===== config.mk =====
export PLATFORM = sky130hd
export DESIGN_NAME = video_timing_rx
export DESIGN_NICKNAME = d
export VERILOG_FILES = /design/src/rtl/video_timing_rx.sv
export SDC_FILE = /design/constraint.sdc
export NUM_CORES = 1
export LEC_CHECK = 0
export ABC_CLOCK_PERIOD_IN_PS = 2600
export BUFFER_PORTS_ARGS = -buffer_cell sky130_fd_sc_hd__buf_2
export CAP_MARGIN = 25
export CORE_MARGIN = 2
export CORE_UTILIZATION = 55
export CTS_BUF_LIST = sky130_fd_sc_hd__clkbuf_8
export DETAILED_ROUTE_END_ITERATION = 6
export PLACE_DENSITY = 0.81
export REMOVE_ABC_BUFFERS = 1
export SLEW_MARGIN = 15
export SYNTH_ARGS = -nofsm -noshare
export SYNTH_HDL_FRONTEND = slang
export SYNTH_SLANG_ARGS = --single-unit
export TNS_END_PERCENT = 20

===== constraint.sdc =====
create_clock -name pixel_clk -period 2.6 [get_ports pixel_clk]
set_clock_uncertainty 0.2 [all_clocks]
set_input_delay 0.39 -clock pixel_clk [delete_from_list [all_inputs] [get_ports pixel_clk]]
set_output_delay 0.39 -clock pixel_clk [all_outputs]
set_load 0.05 [all_outputs]

===== src/rtl/video_timing_rx.sv =====
// Receive-side video timing recovery: pixel coordinates, frame/line markers, timing measurement and lock.
// Optional measurement outputs are built only when VRX_MEAS_EN is defined; otherwise they are tied to 0.
module video_timing_rx #(
  parameter int H_DISP      = 3840,
  parameter int V_DISP      = 2160,
  parameter int LOCK_FRAMES = 2
) (
  input  logic        pixel_clk,
  input  logic        sys_rst_n,
  input  logic        video_hs,
  input  logic        video_vs,
  input  logic        video_de,
  input  logic [23:0] video_rgb,
  output logic        pix_valid,
  output logic [23:0] pix_data,
  output logic [12:0] pix_x,
  output logic [12:0] pix_y,
  output logic        line_start,
  output logic        frame_start,
  output logic [12:0] meas_h_total,
  output logic [12:0] meas_h_act,
  output logic [12:0] meas_v_total,
  output logic [12:0] meas_v_act,
  output logic        meas_valid,
  output logic        locked
);

  localparam int CW = 13;
  localparam logic [CW-1:0] CNT_MAX  = '1;
  localparam logic [CW-1:0] H_DISP_C = CW'(H_DISP);
  localparam logic [CW-1:0] V_DISP_C = CW'(V_DISP);
  localparam logic [4:0]    LOCK_C   = 5'(LOCK_FRAMES);

  typedef enum logic [1:0] {
    ST_SEARCH  = 2'd0,
    ST_MEASURE = 2'd1,
    ST_LOCKED  = 2'd2
  } state_t;

  logic          r_s1_hs, r_s1_vs, r_s1_de;
  logic          r_s2_hs, r_s2_vs, r_s2_de;
  logic [23:0]   r_s1_rgb;

  logic          r_pix_valid;
  logic [23:0]   r_pix_data;
  logic [CW-1:0] r_pix_x;
  logic          r_line_start;
  logic          r_frame_start;

  logic [CW-1:0] r_h_cnt;
  logic [CW-1:0] r_v_cnt;
  logic [CW-1:0] r_y_cnt;
  logic          r_line_err;

  state_t        r_state, w_state_nx;
  logic [3:0]    r_good_cnt, w_good_nx;

  logic          w_hs_fall, w_vs_fall, w_de_rise, w_de_fall;
  logic [CW-1:0] w_run_len;
  logic          w_run_bad;
  logic [CW-1:0] w_y_inc;
  logic [CW-1:0] w_v_act_now;
  logic          w_frame_good;
  logic          w_lost;

  // Stage 1 samples the pins; stage 2 holds the previous sample for edge detection.
  // Syncs idle high so reset release does not fabricate an edge.
  always_ff @(posedge pixel_clk or negedge sys_rst_n) begin
    if (!sys_rst_n) begin
      r_s1_hs  <= 1'b1;
      r_s1_vs  <= 1'b1;
      r_s1_de  <= 1'b0;
      r_s1_rgb <= '0;
      r_s2_hs  <= 1'b1;
      r_s2_vs  <= 1'b1;
      r_s2_de  <= 1'b0;
    end else begin
      r_s1_hs  <= video_hs;
      r_s1_vs  <= video_vs;
      r_s1_de  <= video_de;
      r_s1_rgb <= video_rgb;
      r_s2_hs  <= r_s1_hs;
      r_s2_vs  <= r_s1_vs;
      r_s2_de  <= r_s1_de;
    end
  end

  assign w_hs_fall = r_s2_hs & ~r_s1_hs;
  assign w_vs_fall = r_s2_vs & ~r_s1_vs;
  assign w_de_rise = r_s1_de & ~r_s2_de;
  assign w_de_fall = r_s2_de & ~r_s1_de;

  // r_pix_x still holds the last column of the run when the fall is seen.
  assign w_run_len    = r_pix_x + 1'b1;
  assign w_run_bad    = w_de_fall && (w_run_len != H_DISP_C);
  assign w_y_inc      = (r_y_cnt == CNT_MAX) ? CNT_MAX : r_y_cnt + 1'b1;
  assign w_v_act_now  = w_de_fall ? w_y_inc : r_y_cnt;
  assign w_frame_good = (w_v_act_now == V_DISP_C) && !r_line_err && !w_run_bad && !r_s1_de;
  // A counter pinned at its ceiling means sync has disappeared; the edge that clears it does not count.
  assign w_lost       = ((r_h_cnt == CNT_MAX) && !w_hs_fall) ||
                        ((r_v_cnt == CNT_MAX) && !w_vs_fall);

  always_ff @(posedge pixel_clk or negedge sys_rst_n) begin
    if (!sys_rst_n) begin
      r_pix_valid   <= 1'b0;
      r_pix_data    <= '0;
      r_pix_x       <= '0;
      r_line_start  <= 1'b0;
      r_frame_start <= 1'b0;
    end else begin
      r_pix_valid   <= r_s1_de;
      r_pix_data    <= r_s1_de ? r_s1_rgb : 24'd0;
      r_line_start  <= w_de_rise;
      r_frame_start <= w_vs_fall;
      if (!r_s1_de)
        r_pix_x <= '0;
      else if (w_de_rise)
        r_pix_x <= '0;
      else
        r_pix_x <= r_pix_x + 1'b1;
    end
  end

  always_ff @(posedge pixel_clk or negedge sys_rst_n) begin
    if (!sys_rst_n) begin
      r_h_cnt    <= '0;
      r_v_cnt    <= '0;
      r_y_cnt    <= '0;
      r_line_err <= 1'b0;
    end else begin
      if (w_hs_fall)
        r_h_cnt <= '0;
      else if (r_h_cnt != CNT_MAX)
        r_h_cnt <= r_h_cnt + 1'b1;

      // An HS fall coincident with the VS fall is the first line of the new frame.
      if (w_vs_fall)
        r_v_cnt <= {{(CW-1){1'b0}}, w_hs_fall};
      else if (w_hs_fall && (r_v_cnt != CNT_MAX))
        r_v_cnt <= r_v_cnt + 1'b1;

      if (w_vs_fall)
        r_y_cnt <= '0;
      else if (w_de_fall)
        r_y_cnt <= w_y_inc;

      if (w_vs_fall)
        r_line_err <= 1'b0;
      else if (w_run_bad)
        r_line_err <= 1'b1;
    end
  end

  always_ff @(posedge pixel_clk or negedge sys_rst_n) begin
    if (!sys_rst_n) begin
      r_state    <= ST_SEARCH;
      r_good_cnt <= '0;
    end else begin
      r_state    <= w_state_nx;
      r_good_cnt <= w_good_nx;
    end
  end

  always_comb begin
    w_state_nx = r_state;
    w_good_nx  = r_good_cnt;
    if (w_lost) begin
      w_state_nx = ST_SEARCH;
      w_good_nx  = '0;
    end else if (w_vs_fall) begin
      case (r_state)
        ST_SEARCH: begin
          w_state_nx = ST_MEASURE;
          w_good_nx  = '0;
        end
        ST_MEASURE: begin
          if (w_frame_good) begin
            w_good_nx = r_good_cnt + 1'b1;
            if (({1'b0, r_good_cnt} + 5'd1) >= LOCK_C)
              w_state_nx = ST_LOCKED;
          end else begin
            w_good_nx = '0;
          end
        end
        ST_LOCKED: begin
          if (!w_frame_good) begin
            w_state_nx = ST_MEASURE;
            w_good_nx  = '0;
          end
        end
        default: begin
          w_state_nx = ST_SEARCH;
          w_good_nx  = '0;
        end
      endcase
    end
  end

`ifdef VRX_MEAS_EN
  logic [CW-1:0] r_meas_h_total;
  logic [CW-1:0] r_meas_h_act;
  logic [CW-1:0] r_meas_v_total;
  logic [CW-1:0] r_meas_v_act;
  logic          r_meas_valid;

  always_ff @(posedge pixel_clk or negedge sys_rst_n) begin
    if (!sys_rst_n) begin
      r_meas_h_total <= '0;
      r_meas_h_act   <= '0;
      r_meas_v_total <= '0;
      r_meas_v_act   <= '0;
      r_meas_valid   <= 1'b0;
    end else begin
      if (w_hs_fall)
        r_meas_h_total <= (r_h_cnt == CNT_MAX) ? CNT_MAX : r_h_cnt + 1'b1;
      if (w_de_fall)
        r_meas_h_act <= w_run_len;
      if (w_vs_fall) begin
        r_meas_v_total <= r_v_cnt;
        r_meas_v_act   <= w_v_act_now;
      end
      // Valid only after a frame bounded by two VS falls has been seen since SEARCH.
      if (w_lost)
        r_meas_valid <= 1'b0;
      else if (w_vs_fall && (r_state != ST_SEARCH))
        r_meas_valid <= 1'b1;
    end
  end

  assign meas_h_total = r_meas_h_total;
  assign meas_h_act   = r_meas_h_act;
  assign meas_v_total = r_meas_v_total;
  assign meas_v_act   = r_meas_v_act;
  assign meas_valid   = r_meas_valid;
`else
  assign meas_h_total = '0;
  assign meas_h_act   = '0;
  assign meas_v_total = '0;
  assign meas_v_act   = '0;
  assign meas_valid   = 1'b0;
`endif

  assign pix_valid   = r_pix_valid;
  assign pix_data    = r_pix_data;
  assign pix_x       = r_pix_x;
  assign pix_y       = r_y_cnt;
  assign line_start  = r_line_start;
  assign frame_start = r_frame_start;
  assign locked      = (r_state == ST_LOCKED);

endmodule


== Yosys cells after proc, flatten, opt, wreduce, memory -nomap -nowiden ==
Cells that the tools add are included.

* Word-level logic and storage cells: 87
* Flip-flop bits (word level): 115
* Input port bits: 29
* Output and inout port bits: 107

* Add/subtract/negate cells: 6
* Magnitude comparators: 1
* Eq/ne operators: 12
* Mux-type cells: 23
* Bitwise operators: 8
* Reduce and logical (&&, ||, !) cells: 20

{| class="wikitable"
|+ Operator list
! cell !! number
|-
| $mux 13 || 9
|-
| $add 13x1->13 const B || 4
|-
| $eq 13x13->1 const B || 3
|-
| $ne 13x13->1 const B || 2
|-
| $mux 24 || 1
|-
| $mux 4 || 4
|-
| $eq 13x12->1 const B || 1
|-
| $ne 13x12->1 const B || 1
|-
| $mux 2 || 5
|-
| $pmux 4 s2 || 1
|-
| $reduce_bool 2->1 || 4
|-
| $logic_and 1x1->1 || 7
|-
| $ne 3x3->1 const B || 2
|-
| $pmux 2 s3 || 1
|-
| $add 4x1->5 const B || 1
|-
| $ge 5x2->1 const B || 1
|-
| $logic_not 1->1 || 5
|-
| $add 4x1->4 const B || 1
|-
| $and 1x1->1 || 4
|-
| $not 1->1 || 4
|-
| $reduce_and 4->1 || 1
|-
| $ne 3x2->1 const B || 1
|-
| $eq 2x1->1 const B || 1
|-
| $eq 2x2->1 const B || 1
|-
| 4 further kinds || 5
|}

== Depth between registers and ports, before layout ==
Gate-level depths: netlist (run 1).

* Word-level depth: 11
* Depth in mapped cells: 9

== Worst setup path after synthesis (run 1) ==
No wires, ideal clock.

* Path kind: register to register
* Start: reg r_pix_x[0], in the netlist pix_x[0]
* End: reg r_state[0]
* Required time: 2.257 ns
* Arrival: 2.259 ns
* Setup time: 0.143 ns
* Stages on the path, launching flop included: 10
* Setup slack: -0.002 ns
* Path buffers: 1
* Cell sequence: dfrtp_1 > ha_1 > buf_4 > and4_4 > nand2_1 > o22a_2 > nor4_4 > a211oi_1 > o31ai_1 > o211ai_1

* Word-level cells in the longest chain between the ends: 8

{| class="wikitable"
|+ RTL lines
! item !! RTL line !! text
|-
| start: declaration || 46 || <nowiki>logic [CW-1:0] r_pix_x;</nowiki>
|-
| start signal: assignment || 120 || <nowiki>r_pix_x <= r_pix_x + 1'b1;</nowiki>
|-
| $add 13x1->13 * || 94 || <nowiki>assign w_run_len = r_pix_x + 1'b1;</nowiki>
|-
| $ne 13x12->1 * || 95 || <nowiki>assign w_run_bad = w_de_fall && (w_run_len != H_DISP_C);</nowiki>
|-
| $logic_and 1x1->1 * || 95 ||
|-
| $logic_not 1->1 * || 98 || <nowiki>assign w_frame_good = (w_v_act_now == V_DISP_C) && !r_line_err && !w_run_bad && !r_s1_de;</nowiki>
|-
| $logic_and 1x1->1 * (2 in a row) || 98 ||
|-
| $ne 3x3->1 (no source line) or $ne 3x2->1 (tied branches) || -- ||
|-
| $reduce_and 4->1 (no source line) * || -- ||
|-
| end signal: assignment || 159 || <nowiki>r_state <= w_state_nx;</nowiki>
|-
| end: declaration || 55 || <nowiki>state_t r_state, w_state_nx;</nowiki>
|}

Every way passes the cells marked *; elsewhere a longest branch is shown, timed or not.
A chain may end at the register's enable or synchronous reset.

== Final worst setup path (run 1) ==
Same ends and word-level chain as after synthesis.

==> impl_metrics.py, run 1 <==
metrics = {
    "logic_synthesis": {
        "yosys.area_share.xor_xnor": 0.0669,
        "yosysWarningCount": 0,
        "synth_top_family_by_area": "simple AND/OR/NAND/NOR gates",
        "syn_area_um2": 5350,
        "ys.flop_type": "dfrtp_1",
        "synth-async-reset-ratio": 1.00,
        "synth_cell_types": 66,
        "yosys.area_share.simple": 0.198,
        "ys_seq_elements": 115,
        "ys_seq_area_frac": 0.539,
        "synth_compound_area_frac": 0.0791,
        "avgSynthCellArea_um2": 10.9,
        "synth-edff-count": 0,
        "syn_inst": 491,
        "synth_adder_area_share": 0.0164,
        "synth_mux_area_frac": 0.00749,
    },
    "clock_network": {
        "clk_pin_slew_ps": 80,
        "h-tree-depth": 4,
        "clock-sinks": 115,
        "cts_buffers": 17,
        "worstSkewPairLatency_ps": 430,
        "cts_setup_buffers": 0,
        "tritoncts": "done",
        "clock_path_buffers": 2,
        "cts_root_buf": "clkbuf_8",
    },
    "placement": {
        "place_congestion": 0.935,
        "port_buffers": 82,
        "place_hpwl_mm": 7.12,
        "post-place-ws_ps": 161,
    },
    "cells_and_area": {
        "fill_cells": 670,
        "area_growth_pct": 19.9,
        "drive_above_1_share": 0.242,
        "nNetsFinal": 650,
        "final_util": 0.687,
        "n_antenna_cell": 0,
    },
    "flow_run": {
        "cap_violations": 0,
    },
    "sta": {
        "worstMarginPinSlew_ps": 519,
        "setup_violations": 0,
        "timing.final.crit_period_ps": 2390,
        "slew_headroom": 0.651,
        "post-route-period-util": 0.921,
        "fmax_mhz": 418,
        "final_hold_viol_count": 0,
        "fin_ws_ps": 206,
        "tns_ps": 0,
        "grt_setup_unrepaired": "false",
        "slew_violations": 0,
    },
    "route": {
        "drt_iter0_markers": 161,
        "wire_per_inst_um": 15.2,
        "num_vias": 3882,
        "avgViaCountPerCell": 5.13,
        "wl_mm": 11.5,
        "drtPass1Iterations": 5,
        "drc": 0,
        "ant_nets": 0,
    },
    "global_route": {
        "grt_max_degree": 70,
        "grt_overflow": 0,
        "antenna_found_initial": 0,
        "grt_pass1_wl_mm": 18.9,
        "gr-usage-all-layers": 0.237,
        "grt_pass1_vias": 3984,
    },
    "pwr": {
        "ir_drop_uv": 485,
        "leakagePower_uw": 0.00311,
        "powerDensity_nw_per_um2": 652,
    },
    "critical_path": {
        "arrival_ps": 2480,
        "cp_slowest_cell": "dfrtp_1",
        "cp-start-kind": "flop",
        "cp_slowest_stage_delay_ps": 350,
        "path_cells": "buf_4, ha_1, nor3b_1, nand2_1, o22a_2, nor4_4, a211oi_1, o31ai_1, o211ai_1",
        "critPathRequiredTime_ps": 2690,
        "critPathKind": "flop to flop",
        "critPathMaxFanout": 7,
        "cp-end-kind": "flop",
        "reg2reg_setup_slack_ps": 210,
        "cp_top_family": "compound AO/OA/AOI/OAI gates",
        "crit_buf_inv": 1,
    },
    "floorplanning": {
        "coreArea_um2": 9330,
        "die_area_um2": 10500,
        "rows": 35,
        "pin_count": 136,
        "initial_core_util": 0.573,
        "die_h_um": 103,
        "chipWidth_um": 103,
    },
    "run_status": {
        "status": "finished, final reports clean",
    },
    "worst_hold_path": {
        "holdCritPathClass": "primary input to asynchronous set/reset pin",
    },
}
-- cells in the mapped netlist, types with 7 or more instances --
master | number | area share
xnor2_1 | 14 | 0.023
a21oi_1 | 17 | 0.016
nand4_1 | 10 | 0.012
nand3_1 | 23 | 0.022
nor2_1 | 53 | 0.037
nor2b_1 | 8 | 0.0094
nand2_1 | 28 | 0.020
xor2_1 | 25 | 0.041
inv_1 | 9 | 0.0063
o21ai_0 | 10 | 0.0094
ha_1 | 7 | 0.016
clkbuf_1 | 9 | 0.0063
dfrtp_1 | 111 | 0.52
buf_4 | 54 | 0.076
and2_1 | 27 | 0.032
-- placed cells by master (no fill, tap or decap), types with 4 or more instances in the layout --
| cell type | count |
|---|---|
| ha_1 | 6 |
| nand2_1 | 28 |
| dfstp_2 | 4 |
| inv_6 | 5 |
| nand3_1 | 23 |
| clkbuf_8 | 18 |
| buf_4 | 9 |
| xor2_1 | 25 |
| dlygate4sd3_1 | 28 |
| nand4_1 | 10 |
| conb_1 | 53 |
| o21ai_0 | 10 |
| xnor2_1 | 14 |
| and2_1 | 27 |
| a21oi_1 | 17 |
| dfrtp_1 | 111 |
| mux2i_1 | 4 |
| nor2_1 | 53 |
| inv_1 | 9 |
| nor2b_1 | 8 |
| buf_2 | 81 |
-- report_power, final --
| part | leakage [µW] | internal (µW) | total (µW) | switching (µW) |
|---|---|---|---|---|
| Sequential | 0.00149 | 1880 | 1950 | 69.1 |
| Combinational | 0.00143 | 140 | 577 | 437 |
| Clock | 0.000201 | 814 | 1660 | 847 |
| Total | 0.00311 | 2830 | 4180 | 1350 |
-- cell type report --
type | count | area, µm² | area share
clock buffer | 18 | 248 | 0.0386
clock inverter | 14 | 143 | 0.0222
inverter | 9 | 33.8 | 0.00527
multi-input combinational | 352 | 2170 | 0.339
sequential | 115 | 2880 | 0.450
tap | 129 | 161 | 0.0252
timing repair buffer | 119 | 773 | 0.121
-- final timing paths --
check / to / start / cells past startpoint
setup / recovery: r_state[0] / pix_x[0] / 9
min in group pixel_clk: r_s2_hs / r_s1_hs / 0
max in group asynchronous: pix_data[6] / sys_rst_n / 3
setup reg to reg: r_state[0] / pix_x[0] / 9
hold reg to reg: r_s2_hs / r_s1_hs / 0
hold / removal: frame_start / sys_rst_n / 2
-- logic make-up (layout without fill, tap and decap cells) --
family	after synthesis	count (layout)
simple gates	190	190
flops	115	115
buf+inv	76	160
compound gates	58	58
xor+xnor	40	40
fa+ha+maj	7	7
mux	4	4
other cells	1	53
-- metrics by stage --
stage / area, µm² / hold WS, ps / total power, µW / std cells
finish: 6410 / 127 / 4180 / 756
global route: 6410 / 135 / 4360 / 756
global placement: 5740 / 44.9 / 2500 / 696
detailed placement: 5740 / 48.3 / 2520 / 696
floorplan: 5080 / -106 / 2370 / 476
CTS: 6410 / 116 / 4180 / 756
-- sequential cells by signal (all words and copies together), names as in the netlist --
| register | cells |
|---|---|
| line_start | 1 |
| r_s1_rgb | 24 |
| r_s2_hs | 1 |
| pix_data | 24 |
| r_good_cnt | 4 |
| r_s1_de | 1 |
| r_v_cnt | 13 |
| r_line_err | 1 |
| r_s1_vs | 1 |
| pix_y | 13 |
| r_s1_hs | 1 |
| pix_x | 13 |
| pix_valid | 1 |
| r_h_cnt | 13 |
| r_state | 2 |
| frame_start | 1 |
| r_s2_vs | 1 |
-- routing by layer --
| metal | wire length, µm | global-route usage |
|---|---|---|
| met1 | 4650 | 0.278 |
| met4 | 216 | 0.0913 |
| met5 | 0 | 0 |
| met3 | 775 | 0.0766 |
| met2 | 5870 | 0.407 |
-- what timing repair did --
action / in CTS / in global routing
hold buffers: 28 / 0
hold endpoints to repair: 138 / 0
resized for setup: 0 / 1
setup endpoints to repair: 0 / 2
Note: power is estimated with default switching activity, not from simulation.
==> inputs of run 2 (changes only) <==
--- a/config.mk
+++ b/config.mk
@@ -5,14 +5,16 @@
 export SDC_FILE = /design/constraint.sdc
 export NUM_CORES = 1
 export LEC_CHECK = 0
-export ABC_CLOCK_PERIOD_IN_PS = 2600
+export ABC_CLOCK_PERIOD_IN_PS = 2300
 export BUFFER_PORTS_ARGS = -buffer_cell sky130_fd_sc_hd__buf_2
-export CAP_MARGIN = 25
+export CAP_MARGIN = 20
+export CELL_PAD_IN_SITES_DETAIL_PLACEMENT = 0
+export CELL_PAD_IN_SITES_GLOBAL_PLACEMENT = 1
 export CORE_MARGIN = 2
-export CORE_UTILIZATION = 55
+export CORE_UTILIZATION = 42
 export CTS_BUF_LIST = sky130_fd_sc_hd__clkbuf_8
 export DETAILED_ROUTE_END_ITERATION = 6
-export PLACE_DENSITY = 0.81
+export PLACE_DENSITY = 0.8
 export REMOVE_ABC_BUFFERS = 1
 export SLEW_MARGIN = 15
 export SYNTH_ARGS = -nofsm -noshare
==> constraint.sdc (replaced) <==
create_clock -name pixel_clk -period 2.3 [get_ports pixel_clk]
set_clock_uncertainty 0.2 [all_clocks]
set_input_delay 0.345 -clock pixel_clk [delete_from_list [all_inputs] [get_ports pixel_clk]]
set_output_delay 0.345 -clock pixel_clk [all_outputs]
set_load 0.05 [all_outputs]
==> impl_metrics.py, run 2 (synthesis results as in run 1) <==
metrics = {
    "placement": {
        "place_congestion": 0.874,
        "place_hpwl_mm": 7.38,
        "place_area_um2": 5930,
        "port_buffers": 82,
    },
    "route": {
        "drc": 0,
        "drt_iter0_markers": 170,
        "drtPass1Iterations": 4,
        "ant_nets": 0,
        "avgViaCountPerCell": 4.75,
        "num_vias": 3877,
        "wire_per_inst_um": 12.9,
        "wl_mm": 10.6,
    },
    "critical_path": {
        "critPathRequiredTime_ps": 2390,
        "cp-end-kind": "flop",
        "crit_path_end": "r_state[0]",
        "timing.rr.end": "r_state[0]",
        "r2r_cells": 8,
        "cp-startpoint": "pix_x[0]",
        "reg2reg_setup_slack_ps": 70,
        "arrival_ps": 2320,
        "cp-start-kind": "flop",
        "critPathMaxFanout": 7,
        "critPathKind": "flop to flop",
        "timing.rr.start": "pix_x[0]",
    },
    "sta": {
        "slew_headroom": 0.668,
        "slew_violations": 0,
        "worstMarginPinSlew_ps": 492,
        "grt_setup_unrepaired": "true",
        "post-route-period-util": 0.970,
        "fmax_mhz": 448,
        "final_hold_viol_count": 0,
        "tns_ps": 0,
        "timing.final.crit_period_ps": 2230,
        "hold_slack_ps": 92.8,
        "setup_violations": 0,
    },
    "global_route": {
        "grt_pass1_vias": 3850,
        "antenna_found_initial": 0,
        "grt_overflow": 0,
        "grt_pass1_wl_mm": 17.9,
        "grt_max_degree": 57,
        "gr-usage-all-layers": 0.169,
    },
    "clock_network": {
        "clock-sinks": 115,
        "h-tree-depth": 4,
        "cts_root_buf": "clkbuf_8",
        "clock_path_buffers": 2,
        "clk_pin_slew_ps": 70,
        "cts_buffers": 17,
        "worstSkewPairLatency_ps": 420,
        "tritoncts": "done",
    },
    "pwr": {
        "p_seq_frac": 0.466,
        "internal_power_uw": 3300,
        "combPwrFrac": 0.141,
        "p_clk_frac": 0.393,
        "p_sw_frac": 0.300,
        "powerDensity_nw_per_um2": 708,
        "leakagePower_uw": 0.00321,
        "switching_power_uw": 1410,
        "ir_drop_uv": 452,
    },
    "cells_and_area": {
        "final_util": 0.531,
        "n_antenna_cell": 0,
        "fin_area_um2": 6650,
        "area_growth_pct": 24.3,
        "final_cell_mix": "dfrtp_1 (110), buf_2 (81), conb_1 (53)",
        "nNetsFinal": 668,
        "layout_commonest_cell": "dfrtp_1",
        "drive_above_1_share": 0.270,
    },
    "floorplanning": {
        "initial_core_util": 0.427,
        "rows": 41,
        "coreArea_um2": 12500,
        "pin_count": 136,
        "die_h_um": 117,
        "chipWidth_um": 117,
        "die_area_um2": 13600,
    },
    "worst_hold_path": {
        "holdCritPathClass": "primary input to asynchronous set/reset pin",
    },
    "flow_run": {
        "cap_violations": 0,
    },
    "run_status": {
        "status": "finished, final reports clean",
    },
}
## run 2: cell types whose count changed in the layout (fill, tap and decap cells not counted), sizes merged
cell      change
clkinv        -2
buf          +18
bufinv        +1
clkinvlp      +2
inv           -2
## run 2: layout make-up
type,count,area (µm²)
fill,1129,5870
sequential,115,2880
multi-input combinational,352,2200
timing repair buffer,137,921
clock buffer,18,248
tap,172,215
clock inverter,13,149
inverter,9,33.8
## run 2: layer usage
layer | wire length (µm) | track usage | up-vias
li1 | - | - | 1841
met1 | 4390 | 0.202 | 1891
met2 | 5220 | 0.278 | 134
met3 | 825 | 0.0680 | 11
met4 | 126 | 0.0635 | 0
met5 | 0 | 0 | -
## run 2: how the worst min path moves through the flow
stage,cells past startpoint,to
detailed placement,1,r_h_cnt[5]
global route,2,r_h_cnt[7]
floorplan,0,frame_start
CTS,2,r_h_cnt[5]
finish,2,r_h_cnt[5]
global placement,1,r_h_cnt[5]
## run 2: power groups by stage
| stage | Sequential (µW) | Clock [µW] | Combinational (µW) |
|---|---|---|---|
| finish | 2190 | 1850 | 663 |
| global placement | 2220 | 0 | 619 |
| floorplan | 2350 | 0 | 322 |
| detailed placement | 2230 | 0 | 628 |
| CTS | 2190 | 1910 | 666 |
| global route | 2210 | 2000 | 724 |
## run 2: timing repair
item,in CTS,in global routing
hold endpoints to repair,138,0
buffers inserted,0,2
gates resized for setup,2,5
hold buffers,28,0
pin swaps,0,5
endpoints found under the setup margin,5,10
## run 2: worst max-delay path, cell delays in order (launching register included)
cell	delay, ps
dfrtp_1	390
ha_2	230
buf_4	160
o31ai_4	240
a31oi_2	140
nor4_4	290
a211oi_1	120
o31ai_1	210
o211ai_1	130
## run 2: per-stage QoR
stage,setup WS (ps),total power (µW),instances
global placement,16.8,2840,755
CTS,32.3,4770,814
global route,-80.2,4930,816
detailed placement,-12.8,2860,755
floorplan,-379,2680,476
finish,68.4,4710,816
==> inputs of run 3 (changes only) <==
--- a/config.mk
+++ b/config.mk
@@ -15,7 +15,6 @@
 export CTS_BUF_LIST = sky130_fd_sc_hd__clkbuf_8
 export DETAILED_ROUTE_END_ITERATION = 6
 export PLACE_DENSITY = 0.8
-export REMOVE_ABC_BUFFERS = 1
 export SLEW_MARGIN = 15
 export SYNTH_ARGS = -nofsm -noshare
 export SYNTH_HDL_FRONTEND = slang
==> constraint.sdc (replaced) <==
create_clock -name pixel_clk -period 2.3 [get_ports pixel_clk]
set_clock_uncertainty 0.2 [all_clocks]
set_input_delay 0.23 -clock pixel_clk [delete_from_list [all_inputs] [get_ports pixel_clk]]
set_output_delay 0.23 -clock pixel_clk [all_outputs]
set_load 0.05 [all_outputs]
==> impl_metrics.py, run 3 (synthesis results as in run 1) <==
metrics = {
    "run_status": {
        "status": "finished, final reports clean",
    },
    "route": {
        "wire_per_inst_um": 13.1,
        "num_vias": 3819,
        "wl_mm": 10.7,
        "avgViaCountPerCell": 4.68,
        "drc": 0,
        "drtPass1Iterations": 4,
        "drt_iter0_markers": 155,
        "ant_nets": 0,
    },
    "floorplanning": {
        "initial_core_util": 0.427,
        "die_area_um2": 13600,
        "die_h_um": 117,
        "pin_count": 136,
        "chipWidth_um": 117,
        "rows": 41,
        "coreArea_um2": 12500,
    },
    "clock_network": {
        "worstSkewPairLatency_ps": 430,
        "clk_pin_slew_ps": 70,
        "clock-sinks": 115,
        "cts_buffers": 17,
        "cts_root_buf": "clkbuf_8",
        "clock_path_buffers": 2,
        "h-tree-depth": 4,
        "tritoncts": "done",
    },
    "cells_and_area": {
        "n_antenna_cell": 0,
        "drive_above_1_share": 0.272,
        "area_growth_pct": 24.2,
        "nNetsFinal": 671,
        "layout_commonest_cell": "dfrtp_1",
        "final_cell_mix": "dfrtp_1 (109), buf_2 (81), conb_1 (53)",
        "fill_cells": 1148,
    },
    "critical_path": {
        "critPathKind": "flop to flop",
        "cp-startpoint": "pix_x[1]",
        "timing.rr.end": "r_good_cnt[0]",
        "cp-start-kind": "flop",
        "reg2reg_setup_slack_ps": 80,
        "r2r_cells": 8,
        "critPathMaxFanout": 8,
        "cp-end-kind": "flop",
        "arrival_ps": 2370,
        "crit_path_end": "r_good_cnt[0]",
        "critPathRequiredTime_ps": 2450,
        "timing.rr.start": "pix_x[1]",
    },
    "sta": {
        "fin_ws_ps": 83.8,
        "tns_ps": 0,
        "post-route-period-util": 0.964,
        "slew_headroom": 0.587,
        "fmax_mhz": 451,
        "setup_violations": 0,
        "timing.final.crit_period_ps": 2220,
        "final_hold_viol_count": 0,
        "worstMarginPinSlew_ps": 620,
        "slew_violations": 0,
        "grt_setup_unrepaired": "true",
    },
    "placement": {
        "place_congestion": 0.817,
        "place_hpwl_mm": 7.34,
        "port_buffers": 82,
        "post-place-ws_ps": -48.8,
    },
    "global_route": {
        "grt_max_degree": 50,
        "grt_pass1_vias": 3680,
        "grt_overflow": 0,
        "grt_pass1_wl_mm": 17.7,
        "gr-usage-all-layers": 0.171,
        "antenna_found_initial": 0,
    },
    "pwr": {
        "ir_drop_uv": 541,
        "powerDensity_nw_per_um2": 701,
        "leakagePower_uw": 0.00322,
        "power.total_uw": 4650,
    },
    "flow_run": {
        "cap_violations": 0,
    },
    "worst_hold_path": {
        "holdCritPathClass": "primary input to asynchronous set/reset pin",
    },
}
## run 3: how the worst min path moves through the flow
stage               startpoint     endpoint  slack, ps
finish               sys_rst_n  r_v_cnt[11]        150
global route           r_s1_vs      r_s2_vs        170
CTS                  sys_rst_n  frame_start        160
detailed placement   sys_rst_n  r_v_cnt[10]         90
global placement     sys_rst_n  frame_start         90
floorplan            sys_rst_n  frame_start       -270
## run 3: critical path, cell delays in order, from the launching register on
cell and delay, ps:
dfrtp_2 400, ha_4 190, and4_4 260, nand2_1 60
o22a_2 220, nor4_4 280, a21o_4 200, nand4_2 150
mux2i_1 170
## run 3: layout make-up
type	instances	area, µm²	area share
flip-flops and latches	115	2890	0.435
clock inverters	7	83.8	0.0126
clock buffers	21	289	0.0435
repair buffers	140	931	0.140
inverters	9	33.8	0.00509
well taps	172	215	0.0324
multi-input cells	352	2200	0.331
## run 3: what timing repair did
item,CTS,global route
hold buffers,28,0
hold endpoints to repair,72,0
gates cloned,0,0
resized for setup,2,4
pin swaps,1,5
endpoints found under the setup margin,6,6
setup buffers,0,3
## run 3: per-stage QoR
step	utilization	hold WS (ps)	instances	instance area (µm²)
6_report	0.530	154	816	6640
5_1_grt	0.530	169	816	6640
4_1_cts	0.527	157	813	6600
3_5_place_dp	0.474	92.7	757	5930
3_3_place_gp	0.474	93.0	757	5930
2_1_floorplan	-	-266	543	5550
## run 3: power by group
group          internal [µW]  switching (µW)  leakage (µW)  total, µW
logic                    179             502       0.00154        680
registers               2120            63.4       0.00148       2190
clock network           1040             745      0.000200       1790
total                   3340            1310       0.00322       4650
## run 3: metal layers
| layer | vias to the layer above | track usage | share of wire |
|---|---|---|---|
| met2 | 111 | 0.270 | 0.48 |
| met3 | 20 | 0.0675 | 0.075 |
| met5 | - | 0 | 0 |
| met1 | 1847 | 0.209 | 0.42 |
| met4 | 0 | 0.0753 | 0.020 |
| li1 | 1841 | - | - |
